==> src/rtl/rsp_s1_prep_phase_cfg_loader.sv <==
// Loads phase-generator configuration from a valid/ready cfg stream: ENTRY_NUM entry words to ram1,
// then COE_NUM coefficient words to ram0, then publishes the entry select; also serves ram0 readbacks.
module rsp_s1_prep_phase_cfg_loader #(
  parameter int RAM0_ADDR_WIDTH = 11,
  parameter int RAM1_ADDR_WIDTH = 6,
  parameter int RAM_DATA_WIDTH  = 64,
  parameter int ENTRY_NUM       = 32,
  parameter int COE_NUM         = 1024,
  parameter int RDBK_LAT        = 3
) (
  input  logic                         clk,
  input  logic                         rst_n,
  input  logic                         i_load_start,
  input  logic                         i_abort,
  input  logic                         i_cfg_valid,
  output logic                         o_cfg_ready,
  input  logic [RAM_DATA_WIDTH-1:0]    i_cfg_data,
  input  logic                         i_cfg_last,
  input  logic [RAM1_ADDR_WIDTH-1:0]   i_entry_sel,
  output logic                         o_phase_ram1_ena,
  output logic                         o_phase_ram1_wena,
  output logic [RAM_DATA_WIDTH/2-1:0]  o_phase_ram1_dina,
  output logic [RAM1_ADDR_WIDTH-1:0]   o_phase_entry_select,
  output logic [RAM0_ADDR_WIDTH-1:0]   o_phase_ram0_addra,
  output logic                         o_phase_ram0_ena,
  output logic                         o_phase_ram0_wena,
  output logic                         o_phase_ram0_bwea,
  output logic [RAM_DATA_WIDTH-1:0]    o_phase_ram0_dina,
  input  logic [RAM_DATA_WIDTH-1:0]    i_phase_ram0_douta,
  input  logic                         i_rdbk_req,
  input  logic [RAM0_ADDR_WIDTH-1:0]   i_rdbk_addr,
  output logic                         o_rdbk_valid,
  output logic [RAM_DATA_WIDTH-1:0]    o_rdbk_data,
  output logic                         o_busy,
  output logic                         o_done,
  output logic                         o_err,
  output logic [2:0]                   o_dbg_state
);

  // cfg stream: a beat is transferred on any edge where i_cfg_valid and o_cfg_ready are both high;
  // the source may hold valid low for any number of cycles, and ready depends only on the state.

  localparam int EW = $clog2(ENTRY_NUM + 1);
  localparam int RW = $clog2(RDBK_LAT + 1);
  localparam logic [EW-1:0]              ENT_LAST = EW'(ENTRY_NUM - 1);
  localparam logic [RAM0_ADDR_WIDTH-1:0] COE_LAST = RAM0_ADDR_WIDTH'(COE_NUM - 1);
  localparam logic [RW-1:0]              LAT_LAST = RW'(RDBK_LAT);

  typedef enum logic [2:0] {
    S_IDLE = 3'd0,
    S_ENT  = 3'd1,
    S_COE  = 3'd2,
    S_DONE = 3'd3,
    S_RDBK = 3'd4
  } state_t;

  state_t                       state;
  logic [EW-1:0]                ent_cnt;
  logic [RAM0_ADDR_WIDTH-1:0]   coe_cnt;
  logic [RW-1:0]                rd_cnt;
  logic                         beat;

  assign o_cfg_ready = (state == S_ENT) || (state == S_COE);
  assign beat        = i_cfg_valid && o_cfg_ready;
  assign o_dbg_state = state;

  always_ff @(posedge clk or negedge rst_n) begin
    if (!rst_n) begin
      state                <= S_IDLE;
      ent_cnt              <= '0;
      coe_cnt              <= '0;
      rd_cnt               <= '0;
      o_phase_ram1_ena     <= 1'b0;
      o_phase_ram1_wena    <= 1'b0;
      o_phase_ram1_dina    <= '0;
      o_phase_entry_select <= '0;
      o_phase_ram0_addra   <= '0;
      o_phase_ram0_ena     <= 1'b0;
      o_phase_ram0_wena    <= 1'b0;
      o_phase_ram0_bwea    <= 1'b0;
      o_phase_ram0_dina    <= '0;
      o_rdbk_valid         <= 1'b0;
      o_rdbk_data          <= '0;
      o_busy               <= 1'b0;
      o_done               <= 1'b0;
      o_err                <= 1'b0;
    end else begin
      // Strobes are single-cycle pulses unless re-armed below.
      o_phase_ram1_ena  <= 1'b0;
      o_phase_ram1_wena <= 1'b0;
      o_phase_ram0_ena  <= 1'b0;
      o_phase_ram0_wena <= 1'b0;
      o_phase_ram0_bwea <= 1'b0;
      o_rdbk_valid      <= 1'b0;
      if (i_abort) begin
        state  <= S_IDLE;
        o_busy <= 1'b0;
        o_done <= 1'b0;
      end else begin
        case (state)
          S_IDLE, S_DONE: begin
            if (i_load_start) begin
              state   <= S_ENT;
              ent_cnt <= '0;
              coe_cnt <= '0;
              o_busy  <= 1'b1;
              o_done  <= 1'b0;
              o_err   <= 1'b0;
            end else if ((state == S_DONE) && i_rdbk_req) begin
              state              <= S_RDBK;
              rd_cnt             <= '0;
              o_busy             <= 1'b1;
              o_phase_ram0_ena   <= 1'b1;
              o_phase_ram0_addra <= i_rdbk_addr;
            end
          end
          S_ENT: begin
            if (beat) begin
              o_phase_ram1_ena  <= 1'b1;
              o_phase_ram1_wena <= 1'b1;
              o_phase_ram1_dina <= i_cfg_data[RAM_DATA_WIDTH/2-1:0];
              if (i_cfg_last) o_err <= 1'b1;
              if (ent_cnt == ENT_LAST) state <= S_COE;
              else ent_cnt <= ent_cnt + EW'(1);
            end
          end
          S_COE: begin
            if (beat) begin
              o_phase_ram0_ena   <= 1'b1;
              o_phase_ram0_wena  <= 1'b1;
              o_phase_ram0_bwea  <= 1'b1;
              o_phase_ram0_addra <= coe_cnt;
              o_phase_ram0_dina  <= i_cfg_data;
              if (coe_cnt == COE_LAST) begin
                state                <= S_DONE;
                o_busy               <= 1'b0;
                o_done               <= 1'b1;
                o_phase_entry_select <= i_entry_sel;
                if (!i_cfg_last) o_err <= 1'b1;
              end else begin
                if (i_cfg_last) o_err <= 1'b1;
                coe_cnt <= coe_cnt + RAM0_ADDR_WIDTH'(1);
              end
            end
          end
          S_RDBK: begin
            // douta for the strobe issued on entry is valid RDBK_LAT cycles after that strobe.
            if (rd_cnt == LAT_LAST) begin
              state        <= S_DONE;
              o_busy       <= 1'b0;
              o_rdbk_valid <= 1'b1;
              o_rdbk_data  <= i_phase_ram0_douta;
            end else begin
              rd_cnt <= rd_cnt + RW'(1);
            end
          end
          default: state <= S_IDLE;
        endcase
      end
    end
  end

endmodule

==> config.mk <==
export PLATFORM = sky130hd
export DESIGN_NAME = rsp_s1_prep_phase_cfg_loader
export DESIGN_NICKNAME = d
export VERILOG_FILES = /design/src/rtl/rsp_s1_prep_phase_cfg_loader.sv
export SDC_FILE = /design/constraint.sdc
export NUM_CORES = 1
export LEC_CHECK = 0
export BUFFER_PORTS_ARGS = -buffer_cell sky130_fd_sc_hd__buf_4
export CAP_MARGIN = 0
export CORE_AREA = 2 2 166 119
export CTS_CLUSTER_DIAMETER = 200
export DETAILED_ROUTE_END_ITERATION = 6
export DIE_AREA = 0 0 168 121
export PLACE_DENSITY = 0.75
export SLEW_MARGIN = 20
export SYNTH_ARGS = -nofsm -noshare
export SYNTH_HDL_FRONTEND = slang
export SYNTH_SLANG_ARGS = --single-unit
==> constraint.sdc <==
create_clock -name clk -period 3.5 [get_ports clk]
set_input_delay 0.35 -clock clk [delete_from_list [all_inputs] [get_ports clk]]
set_output_delay 0.35 -clock clk [all_outputs]
set_load 0.03 [all_outputs]
======== Word level (Yosys, flattened, before mapping) ========
Cells that the tools add are included.
word-level totals
  register bits ........................... 206
  output and inout bits ................... 190
  input port bits ......................... 152
  word-level logic and storage cells ...... 121
cells by class
  equality and inequality tests ........... 23
  reductions and logical operators ........ 23
  add/sub/neg operators ................... 3
  multiplexer cells ....................... 55
  bitwise logic cells ..................... 1
operators with widths
  operator                                                number
  2-to-1 mux 11 bit                                       6
  case mux 11 bit (2 select lines)                        2
  2-to-1 mux 1 bit                                        26
  AND reduction 5 bit                                     5
  2-to-1 mux 3 bit                                        8
  2-to-1 mux 6 bit                                        3
  inequality test 2 bit (second input constant)           8
  inequality test 3 bit (second input constant)           5
  case mux 3 bit (4 select lines)                         1
  case mux 6 bit (2 select lines)                         1
  AND reduction 6 bit                                     2
  adder 11 x 1 -> 11 bit (second input constant)          1
  == test 11 x 10 -> 1 bit (second input constant)        1
  AND reduction 3 bit                                     3
  AND reduction 4 bit                                     2
  adder 6 x 1 -> 6 bit (second input constant)            1
  == test 3 x 2 -> 1 bit (second input constant)          2
  == test 6 x 5 -> 1 bit (second input constant)          1
  2-to-1 mux 2 bit                                        3
  inequality test 3 x 2 -> 1 bit (second input constant)  2
  case mux 1 bit (3 select lines)                         2
  nonzero test 2 bit                                      3
  nonzero test 3 bit                                      2
  inequality test 4 bit (second input constant)           1
  other kinds (12)                                        14

======== Longest topological paths before layout ========
  word-level depth ........................ 6
  mapped depth ............................ 9
  gate-level depth less buffers ........... 6

======== Worst setup path after synthesis ========
OpenSTA, ideal clock, no wires.
  kind .................................... register to register
  start point ............................. reg state[0], in the netlist o_dbg_state[0]
  end point ............................... reg coe_cnt[8]
  stages on the path, launching flop included .. 10
  buffers on the path ..................... 4
  arrival ................................. 2.214 ns
  clock period less this slack ............ 2.310 ns
  setup time .............................. 0.095 ns
  path slack .............................. 1.190 ns
  data required time ...................... 3.405 ns
  cell sequence ........................... dfrtp_1 buf_6 or3b_1 buf_2 or4_1 buf_2 a21bo_4 buf_8 o21ai_2 o31ai_1
on the way
  cells in the longest elaborated chain, start to end .. 5
  elaborated cells on any way between the ends .. 13
  classes of those cells .................. 6 x eq/ne; 1 x mux; 6 x reduce/logical
ends and longest elaborated chain
  item                                                                     RTL line  text
  from (decl)                                                              57        state_t state;
  from (signal assigned)                                                   69        state <= S_IDLE;
  from (signal assigned)                                                   96        state <= S_IDLE;
  from (signal assigned)                                                   103       state <= S_ENT;
  == test 3 x 1 -> 1 bit / == test 3 x 2 -> 1 bit (equally long branches)  63, 100
  logical OR 1 bit                                                         63        assign o_cfg_ready = (state == S_ENT) || (state == S_COE);
  logical AND 1 bit                                                        64        assign beat = i_cfg_valid && o_cfg_ready;
  inequality test 2 bit (no source line)                                   -
  AND reduction 5 bit (no source line)                                     -
  to (signal assigned)                                                     142       coe_cnt <= coe_cnt + RAM0_ADDR_WIDTH'(1);
  to (decl)                                                                59        logic [RAM0_ADDR_WIDTH-1:0] coe_cnt;
Several ways; a longest one is shown, not always the timed one.
A chain may end at the register's enable or synchronous reset.

======== Worst setup path after layout ========
  start point ............................. reg state[2], in the netlist o_dbg_state[2]
  end point ............................... out o_cfg_ready
on the way
  cells in the longest elaborated chain, start to end .. 2
  elaborated cells on any way between the ends .. 3
  classes of those cells .................. 2 x eq/ne; 1 x reduce/logical
ends and longest elaborated chain
  item                                                                     RTL line  text
  == test 3 x 1 -> 1 bit / == test 3 x 2 -> 1 bit (equally long branches)  63
  logical OR 1 bit *                                                       63
  to (decl)                                                                16        output logic o_cfg_ready,
Every way passes the cells marked *; elsewhere a longest branch is shown, timed or not.

==> results.md <==
- Adder-cell area share of the yosys netlist: 0.4514%
- Period utilization: 67.44%
- Clk sinks: about 200
- Worst EP required: 3.15 ns
- Setup bufs post-CTS: 0
- Gr usage total: a little under a quarter
- Peak supply drop: a little under 0.0004 V
- Clk_lat worst skew: 0.50 ns
- Share of cells above drive strength 1: 36.49%
- Via Count: 6,983
- Crit path kind: register to output pin
- # setup viols final: 0
- Worst-path clk slew: 0.06 ns
- Hold Crit Class: primary input to register
- Commonest non-fill, non-tap cell in the layout: nand2_1
- Worst Tran Pin Value: 0.7336 ns
- Mux cell area share after synthesis: 6.590%
- Root Buffer Master: clkbuf_16
- ANT nets after route: 0
- 1st-iter DRT viols: between 400 and 500
- Row cnt: 42
- Hold path depth: 3
- Top_reg_cell synth: dfrtp_1
- Die outline width: about 170 um
- CTS Buf Count: 21
- Grt total ovfl: 0
- Post-Syn Instances: 855
- Wire per inst: 16.26 um
- Hpwl dp: 16.79 mm
- Final worst path period need: 2.360 ns
- Pin count of the biggest net entering global routing: between 80 and 90
- DRC errors left: 0
- Async set-reset flop share out of synthesis: 100.0%
- Worst setup EP type: output pin
- CP arrival: about 2.0 ns
- Mean Syn Cell Area: between 9 and 10 um^2
- Cts repair resizes: 0
- Outcome: completed
- Layout fillers: approximately 1,600
- Yosys warning total: 0
- CTS tree: done
- Placer Congestion: 0.8291
- Core ar.: approximately 0.019 mm^2
- Reg2Reg Depth: 6
- Hold Slack: 0.03978 ns
- MaxCap Viol Count: 0
- H-tree depth: 1
- Yosys reg bits: ~200
- Port bufs: 341
- RSZ-0062 raised after global routing: false
- Crit Path Max Fanout: 24
- Post-Synth Simple-Gate Area: 22.34%
- Most frequent cells in the layout: nand2_1, buf_4, dfrtp_1
- Layout Area Growth over Synthesis: 41.79%
- Cts hold-fix bufs: 1
- Number of synthesized flops with an enable pin: 0
- Fin. Hold Viols: 0
- Synth Area in Compound Gates: 5.387%
- Initial Util: 44.57%
- Skew final: 0.01519 ns
- Flop2flop setup slack: 1.15 ns
- Die Area: 0.02033 mm^2
- Fin util: around 63%
- Boundary pin count: 342
- Nets@finish: between 1,000 and 1,500
- Max-slew violations: 0
- Synthesized Nets: 1,010
- Register area share after synthesis: around three fifths
- Antenna cells: 0
- Reg area: 0.005155 mm^2
- Die Span Y: 121 um
- Netlist cell types: 49
- WL final: 23.37 mm
- Maximum clock rate: 423.7 MHz
- Post-Synth XOR/XNOR Area: 0.2107%
- Netlist area before placement: 0.008315 mm^2
- Pre-antenna DRT Iters: 5
- CTS max path bufs: 3
- Cell leakage power: roughly 6.7 nW
- Setup TNS: 0 ns
- Via density: 4.859
- Area of the multi-input gates: 0.002919 mm^2
- Crit path launch type: register
- First-pass GRT wire length: about 37 mm
- Largest family of logic cells by synthesized area: simple AND/OR/NAND/NOR gates
- PwrDens: 482.3 mW/mm^2
- Antenna violations before repair: 0
- Slew Limit Headroom: 51.09%
- Vias in the first global route: 6,973
==> where the power goes <==
| group | switching, mW | total, mW | internal, mW |
|---|---|---|---|
| clock network | 0.912 | 2.25 | 1.34 |
| logic | 0.471 | 0.848 | 0.377 |
| registers | 0.0735 | 2.58 | 2.51 |
| total | 1.46 | 5.69 | 4.23 |
==> cell type report <==
cell class | count | share of cell area (%)
clock buffers | 27 | 4.733
clock inverters | 7 | 0.9657
inverters | 12 | 0.3820
multi-input cells | 590 | 24.76
flip-flops and latches | 206 | 43.72
well taps | 242 | 2.568
repair buffers | 353 | 22.87
==> final timing paths <==
check,startpoint,endpoint
worst max-delay path,o_dbg_state[2],o_cfg_ready
worst min-delay path,i_cfg_data[41],o_phase_ram0_dina[41]
worst max register to register,o_dbg_state[1],coe_cnt[3]
worst min register to register,o_phase_ram0_dina[47],o_phase_ram0_dina[47]
max in group asynchronous,rst_n,o_phase_ram0_dina[52]
min in group asynchronous,rst_n,o_rdbk_data[28]
==> critical path, cell delays in order (launching register included) <==
cell and delay, ns:
dfrtp_1 0.55, or3b_1 0.45, buf_4 0.26, nand2_1 0.10, buf_4 0.16
==> logic make-up after synthesis <==
logic type / Yosys count
and+or+nand+nor: 468
buffers and inverters: 59
AOI/OAI and AO/OA: 67
muxes: 50
xor gates and xnor gates: 2
DFF: 206
adders and majority gates: 3
==> flip-flops by register name (all words and copies together) (netlist names) <==
name	flops
o_dbg_state	3
o_phase_ram0_dina	64
rd_cnt	2
ent_cnt	6
o_phase_ram0_ena	1
o_phase_ram1_wena	1
o_err	1
o_phase_ram0_addra	11
o_done	1
o_phase_ram1_dina	32
o_busy	1
coe_cnt	11
o_phase_entry_select	6
o_rdbk_valid	1
o_rdbk_data	64
o_phase_ram0_bwea	1
==> stage by stage <==
step	setup WS, ns	instances	power (mW)	instance area (um^2)
2_1_floorplan	1.190	855	3.034	8315
3_3_place_gp	1.259	1402	3.473	11110
3_5_place_dp	1.153	1402	3.487	11110
4_1_cts	1.133	1437	5.752	11790
5_1_grt	0.9167	1437	5.905	11790
6_report	1.140	1437	5.687	11790
==> synthesized netlist by cell type (all sizes together) (3+ instances only) <==
master | number | area [um^2]
nor3 | 6 | 30.03
nor2 | 10 | 37.54
ha | 3 | 37.54
dfrtp | 206 | 5155
buf | 20 | 105.1
a31oi | 3 | 18.77
mux2 | 38 | 427.9
inv | 12 | 45.04
clkbuf | 27 | 101.4
o21ai | 34 | 207.7
nand4 | 4 | 25.02
nand2 | 418 | 1569
nand3 | 9 | 45.04
and2 | 3 | 18.77
o31ai | 5 | 37.54
a21oi | 10 | 50.05
mux2i | 12 | 120.1
==> metal layers <==
layer | wire [um] | track usage [%]
met5 | 0 | 0
met4 | 378 | 4.565
met3 | 2229 | 8.154
met2 | 10960 | 37.04
met1 | 9804 | 29.23
(Power assumes the default switching activity.)
